$ cat src/rtl/blit_pkg.sv
// blit_pkg: shared constants, state encoding and command record for the framebuffer blitter
package blit_pkg;
  localparam int FB_W = 240;
  localparam int FB_H = 160;
  localparam logic [23:0] KEY = 24'hFF00FF;
  typedef enum logic [1:0] {IDLE, RUN, DRAIN, FIN} blit_state_t;
  typedef struct packed {
    logic        src_sel;
    logic [18:0] src_base;
    logic [9:0]  src_stride;
    logic [7:0]  w;
    logic [7:0]  h;
    logic [9:0]  dst_x;
    logic [9:0]  dst_y;
    logic        key_en;
  } blit_cmd_t;
endpackage

$ cat src/rtl/blit_addr_gen.sv
// blit_addr_gen: walks the command rectangle, producing source reads and clipped destination coordinates
module blit_addr_gen #(
  parameter int FB_W = blit_pkg::FB_W,
  parameter int FB_H = blit_pkg::FB_H
) (
  input  logic               Clk,
  input  logic               Reset_n,
  input  logic               load,
  input  logic               step,
  input  logic [18:0]        src_base,
  input  logic [9:0]         src_stride,
  input  logic [7:0]         w,
  input  logic [7:0]         h,
  input  logic [9:0]         dst_x,
  input  logic [9:0]         dst_y,
  output logic [18:0]        src_addr,
  output logic signed [10:0] x,
  output logic signed [10:0] y,
  output logic               in_bounds,
  output logic               last
);
  logic [7:0] col, row;
  logic [18:0] row_off;
  logic wrap;
  assign wrap = col == w - 8'd1;
  assign last = wrap && row == h - 8'd1;
  // row_off accumulates the stride so no multiplier is needed on the source side
  assign src_addr = src_base + row_off + 19'(col);
  assign x = $signed({dst_x[9], dst_x}) + $signed({3'd0, col});
  assign y = $signed({dst_y[9], dst_y}) + $signed({3'd0, row});
  assign in_bounds = !x[10] && x < 11'(FB_W) && !y[10] && y < 11'(FB_H);
  always_ff @(posedge Clk or negedge Reset_n)
    if (!Reset_n) begin
      col <= '0;
      row <= '0;
      row_off <= '0;
    end else if (load) begin
      col <= '0;
      row <= '0;
      row_off <= '0;
    end else if (step) begin
      col <= wrap ? 8'd0 : col + 8'd1;
      row <= wrap ? row + 8'd1 : row;
      row_off <= wrap ? row_off + 19'(src_stride) : row_off;
    end
endmodule

$ cat src/rtl/framebuffer_blitter.sv
// framebuffer_blitter: rectangle copy from a sprite source RAM into the framebuffer, one pixel per clock
module framebuffer_blitter #(
  parameter int          FB_W = blit_pkg::FB_W,
  parameter int          FB_H = blit_pkg::FB_H,
  parameter logic [23:0] KEY  = blit_pkg::KEY
) (
  input  logic        Clk,
  input  logic        Reset_n,
  input  logic        cmd_valid,
  output logic        cmd_ready,
  input  logic        cmd_src_sel,
  input  logic [18:0] cmd_src_base,
  input  logic [9:0]  cmd_src_stride,
  input  logic [7:0]  cmd_w,
  input  logic [7:0]  cmd_h,
  input  logic [9:0]  cmd_dst_x,
  input  logic [9:0]  cmd_dst_y,
  input  logic        cmd_key_en,
  output logic        src_sel,
  output logic [18:0] src_addr,
  input  logic [23:0] src_data,
  output logic        fb_we,
  output logic [18:0] fb_addr,
  output logic [23:0] fb_data,
  output logic        busy,
  output logic        done
);
  import blit_pkg::*;
  blit_state_t state;
  blit_cmd_t cmd, cmd_in;
  logic accept, empty, last, in_bounds, pipe_valid, pipe_inb;
  logic signed [10:0] x, y;
  logic [18:0] pipe_addr;
  assign cmd_in = '{cmd_src_sel, cmd_src_base, cmd_src_stride, cmd_w, cmd_h, cmd_dst_x, cmd_dst_y, cmd_key_en};
  assign accept = cmd_valid & cmd_ready;
  assign empty = cmd_w == 8'd0 || cmd_h == 8'd0;
  assign src_sel = cmd.src_sel;
  blit_addr_gen #(.FB_W(FB_W), .FB_H(FB_H)) u_addr (
    .Clk(Clk), .Reset_n(Reset_n), .load(accept), .step(state == RUN),
    .src_base(cmd.src_base), .src_stride(cmd.src_stride), .w(cmd.w), .h(cmd.h),
    .dst_x(cmd.dst_x), .dst_y(cmd.dst_y),
    .src_addr(src_addr), .x(x), .y(y), .in_bounds(in_bounds), .last(last)
  );
  // write stage lines up with the source RAM's one-cycle registered read
  assign fb_we = pipe_valid & pipe_inb & ~(cmd.key_en & (src_data == KEY));
  assign fb_data = pipe_valid ? src_data : '0;
  assign fb_addr = pipe_addr;
  always_ff @(posedge Clk or negedge Reset_n)
    if (!Reset_n) begin
      state <= IDLE;
      cmd <= '0;
      cmd_ready <= 1'b1;
      busy <= 1'b0;
      done <= 1'b0;
      pipe_valid <= 1'b0;
      pipe_inb <= 1'b0;
      pipe_addr <= '0;
    end else begin
      pipe_valid <= state == RUN;
      pipe_inb <= in_bounds;
      pipe_addr <= {y, 8'd0} - 19'({y, 4'd0}) + 19'(x);
      done <= 1'b0;
      case (state)
        IDLE: if (accept) begin
          cmd <= cmd_in;
          state <= empty ? FIN : RUN;
          done <= empty;
          cmd_ready <= 1'b0;
          busy <= 1'b1;
        end
        RUN: if (last) state <= DRAIN;
        DRAIN: begin
          state <= FIN;
          done <= 1'b1;
        end
        default: begin
          state <= IDLE;
          cmd_ready <= 1'b1;
          busy <= 1'b0;
        end
      endcase
    end
endmodule
$ cat config.mk
export PLATFORM = sky130hd
export DESIGN_NAME = framebuffer_blitter
export DESIGN_NICKNAME = d
export VERILOG_FILES = /design/src/rtl/blit_pkg.sv /design/src/rtl/blit_addr_gen.sv /design/src/rtl/framebuffer_blitter.sv
export SDC_FILE = /design/constraint.sdc
export NUM_CORES = 1
export LEC_CHECK = 0
export ABC_AREA = 1
export CELL_PAD_IN_SITES_DETAIL_PLACEMENT = 1
export CELL_PAD_IN_SITES_GLOBAL_PLACEMENT = 2
export CORE_MARGIN = 5
export CORE_UTILIZATION = 34
export CTS_BUF_LIST = sky130_fd_sc_hd__clkbuf_16
export DETAILED_ROUTE_END_ITERATION = 8
export MAX_ROUTING_LAYER = met4
export PLACE_DENSITY_LB_ADDON = 0.1
export REMOVE_ABC_BUFFERS = 1
export SLEW_MARGIN = 20
export SYNTH_ARGS = -nofsm -noshare
export SYNTH_HDL_FRONTEND = slang
export SYNTH_SLANG_ARGS = --single-unit
$ cat constraint.sdc
create_clock -name Clk -period 8.4 [get_ports Clk]
set_clock_uncertainty 0.2 [all_clocks]
set_input_delay 0.84 -clock Clk [delete_from_list [all_inputs] [get_ports Clk]]
set_output_delay 0.84 -clock Clk [all_outputs]
set_load 0.005 [all_outputs]
==> results.py <==
metrics = {
    "status": {
        "status": "finished clean",
    },
    "critical_path": {
        "worst-path-max-fanout": 9,
        "cp_slowest_cell": "sky130_fd_sc_hd__fa_1",
        "critPathMaxStageDelay_ns": 0.55,
        "cpLargestDelayFamily": "adder cells",
        "worstPathBufferInverterCount": 2,
        "crit_path_start_kind": "flop",
        "worstSetupPathType": "reg2out",
        "cp.arrival_ns": 3.80,
        "worstSetupEndpointType": "primary output",
        "worst_path_cell_trace": "fa_1 > ha_1 > inv_1 > fa_1 > o21ai_0 > a21oi_1 > o31ai_1 > xor2_1 > clkdlybuf4s50_1",
        "crit_path_frequent_cell": "sky130_fd_sc_hd__fa_1",
        "critPathRequiredTime_ns": 7.36,
    },
    "route": {
        "detail_route.first_pass.iterations": 4,
        "antenna_violating_nets_post_route": 0,
        "drc_errors": 0,
        "totalWireLength_mm": 28.5,
        "drt_first_iter_violations": 281,
        "avgViaCountPerCell": 4.81,
        "detailroute.via_count": 8649,
        "avgRoutedWirePerCell_um": 15.9,
    },
    "sta": {
        "setup_violations": 0,
        "share_of_the_clock_period_used_by_the_worst_path_after_layout": 0.576,
        "final-hold-violation-count": 0,
        "layout_setup_ws_ns": 3.56,
        "slew-limit-headroom": 0.291,
        "setup_tns_ns": 0,
        "fmax_achieved_mhz": 207,
        "grt_setup_unrepaired": "false",
        "period_minus_slack_ns": 4.84,
        "final-max-slew-violation-count": 0,
        "worst-slew-pin-transition_ns": 1.06,
    },
    "synthesis": {
        "synth-seq-area-share": 0.330,
        "mappedNetlistArea_mm2": 0.00971,
        "synthFlopType": "sky130_fd_sc_hd__dfrtp_1",
        "netlist-cell-type-count": 40,
        "ys_async_sr_fraction": 1.00,
        "synthesis.area_per_instance_um2": 7.80,
        "edff_count_synth": 0,
        "synth.ff_latch_count": 128,
        "yosysWarnings": 0,
        "synthesis.instances": 1246,
    },
    "place": {
        "gp_routability_congestion": 0.894,
        "numPortBuffers": 160,
        "dp_hpwl_mm": 22.6,
        "dpl_worst_slack_ns": 3.98,
    },
    "global_routing": {
        "number_of_antenna_violations_at_the_first_check_in_global_routing": 0,
        "grt_remaining_overflow": 0,
        "vias_in_the_first_global_route": 9328,
        "groute.usage.overall": 0.188,
        "grt_start_max_net_pins": 82,
        "wire_length_of_the_first_global_routing_pass_mm": 47.3,
    },
    "cells_and_area": {
        "final_nets": 1602,
        "flow.area_growth_from_synthesis_pct": 26.2,
        "insertedDiodeCount": 0,
        "final_layout_size_suffix_gt1_frac": 0.0768,
    },
    "floorplan": {
        "start_util": 0.347,
        "floorplan.rows": 61,
        "floorplan.io_pins": 161,
        "placeableCoreArea_mm2": 0.0280,
        "chipWidth_um": 179,
        "die_y_um": 179,
        "fp.dieArea_mm2": 0.0321,
    },
    "clock_network": {
        "cts_tree": "built",
        "cts_sinks": 128,
        "cts_htree_levels": 4,
        "hold_buffers": 0,
        "clockRootBuffer": "sky130_fd_sc_hd__clkbuf_16",
        "cts_repair_resize_count": 0,
        "post-cts-setup-buffers": 0,
        "cts-root-to-sink-buffers": 2,
        "clk_transition_reported_paths_ns": 0.07,
        "clk_latency_ns": 0.41,
        "tritoncts.num_buffers": 17,
    },
    "power": {
        "peakVddDrop_uv": 120,
        "power_total_mw": 1.38,
        "p_leak_nw": 6.39,
        "pwr_density_cell_mw_per_mm2": 113,
    },
    "job": {
        "maxCapViolCount": 0,
    },
    "hold_path": {
        "worstHoldPathType": "in2async",
    },
}
[logic make-up (layout without fill, tap and decap cells)]
family | count (synthesis) | after routing | share of synthesized area
AOI/OAI and AO/OA | 149 | 149 | 0.0853
xor gates and xnor gates | 69 | 69 | 0.0630
adders and majority gates | 101 | 101 | 0.144
buffers and inverters | 185 | 359 | 0.0746
DFF | 128 | 128 | 0.330
muxes | 53 | 53 | 0.0614
and+or+nand+nor | 561 | 561 | 0.242
[power breakdown]
| group | switching (mW) | internal (mW) |
|---|---|---|
| sequential | 0 | 0.617 |
| combinational | 0.0224 | 0.0388 |
| clock | 0.301 | 0.405 |
| total | 0.323 | 1.06 |
[flip-flops by register name, indices dropped and copies added, names as in the netlist]
signal          flops
cmd                66
fb_addr            19
u_addr.row_off     19
u_addr.col          8
u_addr.row          8
state               2
busy                1
cmd_ready           1
done                1
pipe_inb            1
pipe_valid          1
src_sel             1
[cell usage after synthesis (3+ instances only)]
master                     instances  share of area
sky130_fd_sc_hd__nand4_1          17          0.011
sky130_fd_sc_hd__nand3b_1          5         0.0039
sky130_fd_sc_hd__nand3_1          85          0.044
sky130_fd_sc_hd__ha_1             83           0.11
sky130_fd_sc_hd__fa_1             18          0.037
sky130_fd_sc_hd__a21oi_1          62          0.032
sky130_fd_sc_hd__nand2_1         313           0.12
sky130_fd_sc_hd__nor2_2            4         0.0026
sky130_fd_sc_hd__xor2_1           50          0.045
sky130_fd_sc_hd__dfrtp_1         127           0.33
sky130_fd_sc_hd__o21ai_1          19         0.0098
sky130_fd_sc_hd__nor4_1            8         0.0052
sky130_fd_sc_hd__o21bai_1          8         0.0062
sky130_fd_sc_hd__nor2_1          108          0.042
sky130_fd_sc_hd__buf_2            11         0.0057
sky130_fd_sc_hd__or2_2             5         0.0032
sky130_fd_sc_hd__o21ai_0          41          0.021
sky130_fd_sc_hd__inv_1           163          0.063
sky130_fd_sc_hd__a21o_1            5         0.0039
sky130_fd_sc_hd__clkbuf_1          6         0.0023
sky130_fd_sc_hd__nor3_1           11         0.0057
sky130_fd_sc_hd__a211oi_1          3         0.0023
sky130_fd_sc_hd__xnor2_1          18          0.016
sky130_fd_sc_hd__mux2_2           53          0.061
[layout make-up]
| class | count | area (um2) |
|---|---|---|
| clock buffer | 17 | 425 |
| clock inverter | 15 | 123 |
| fill | 3444 | 15800 |
| inverter | 165 | 619 |
| multi-input combinational | 933 | 5800 |
| sequential | 128 | 3200 |
| tap | 378 | 473 |
| timing repair buffer | 162 | 1620 |
[worst reg2reg max path, delay by kind of cell (launching register included)]
kind / cells / cell delay [ns]
DFF: 1 / 0.47
buffers and inverters: 2 / 0.10
and+or+nand+nor: 13 / 1.61
adders and majority gates: 4 / 1.74
[layout by cell type (no fill, tap or decap), drive strengths merged, types with 2 or more instances in the layout]
master,Yosys,layout
ha,83,83
o21bai,8,8
nor4,8,8
fa,18,18
nand2,315,315
clkinv,0,8
o221ai,2,2
buf,13,3
inv,165,167
nand3b,5,5
a31oi,2,2
dfrtp,127,127
nor3,11,11
nand3,87,87
o21ai,63,63
a21o,5,5
or2,6,6
a211oi,3,3
nand4,17,17
mux2,53,53
clkinvlp,0,4
xnor2,18,18
clkbuf,7,17
clkdlybuf4s50,0,159
nor2,112,112
xor2,51,51
a21oi,63,63
[stage by stage]
| stage | hold slack (ns) | area [um2] | std cells | utilization |
|---|---|---|---|---|
| after floorplan | 0.273 | 9610 | 1226 | - |
| after global placement | 0.278 | 11700 | 1766 | 0.418 |
| after detailed placement | 0.296 | 11700 | 1766 | 0.418 |
| after CTS | 0.201 | 12300 | 1798 | 0.438 |
| after global routing | 0.233 | 12300 | 1798 | 0.438 |
| final | 0.193 | 12300 | 1798 | 0.438 |
[path summary, 6_finish.rpt]
check	from	to	slack [ns]	cells after the start
max	u_addr.col[1]$_DFFE_PN0P_	src_addr[11]	3.56	9
min	Reset_n	fb_addr[15]$_DFF_PN0_	0.19	1
max reg2reg	u_addr.col[0]$_DFFE_PN0P_	fb_addr[18]$_DFF_PN0_	4.21	19
min reg2reg	cmd_ready$_DFFE_PN1P_	cmd_ready$_DFFE_PN1P_	0.30	2
max in group asynchronous	Reset_n	u_addr.row_off[8]$_DFFE_PN0P_	6.48	2
min in group Clk	cmd_ready$_DFFE_PN1P_	cmd_ready$_DFFE_PN1P_	0.30	2
[metal layers]
layer | wire length, um | GRT usage | vias up
li1 | - | - | 4377
met1 | 14100 | 0.252 | 4104
met2 | 13000 | 0.305 | 152
met3 | 1070 | 0.0280 | 16
met4 | 312 | 0.0393 | 0
met5 | 0 | - | -
No activity file was read; power rests on OpenSTA's default activity.
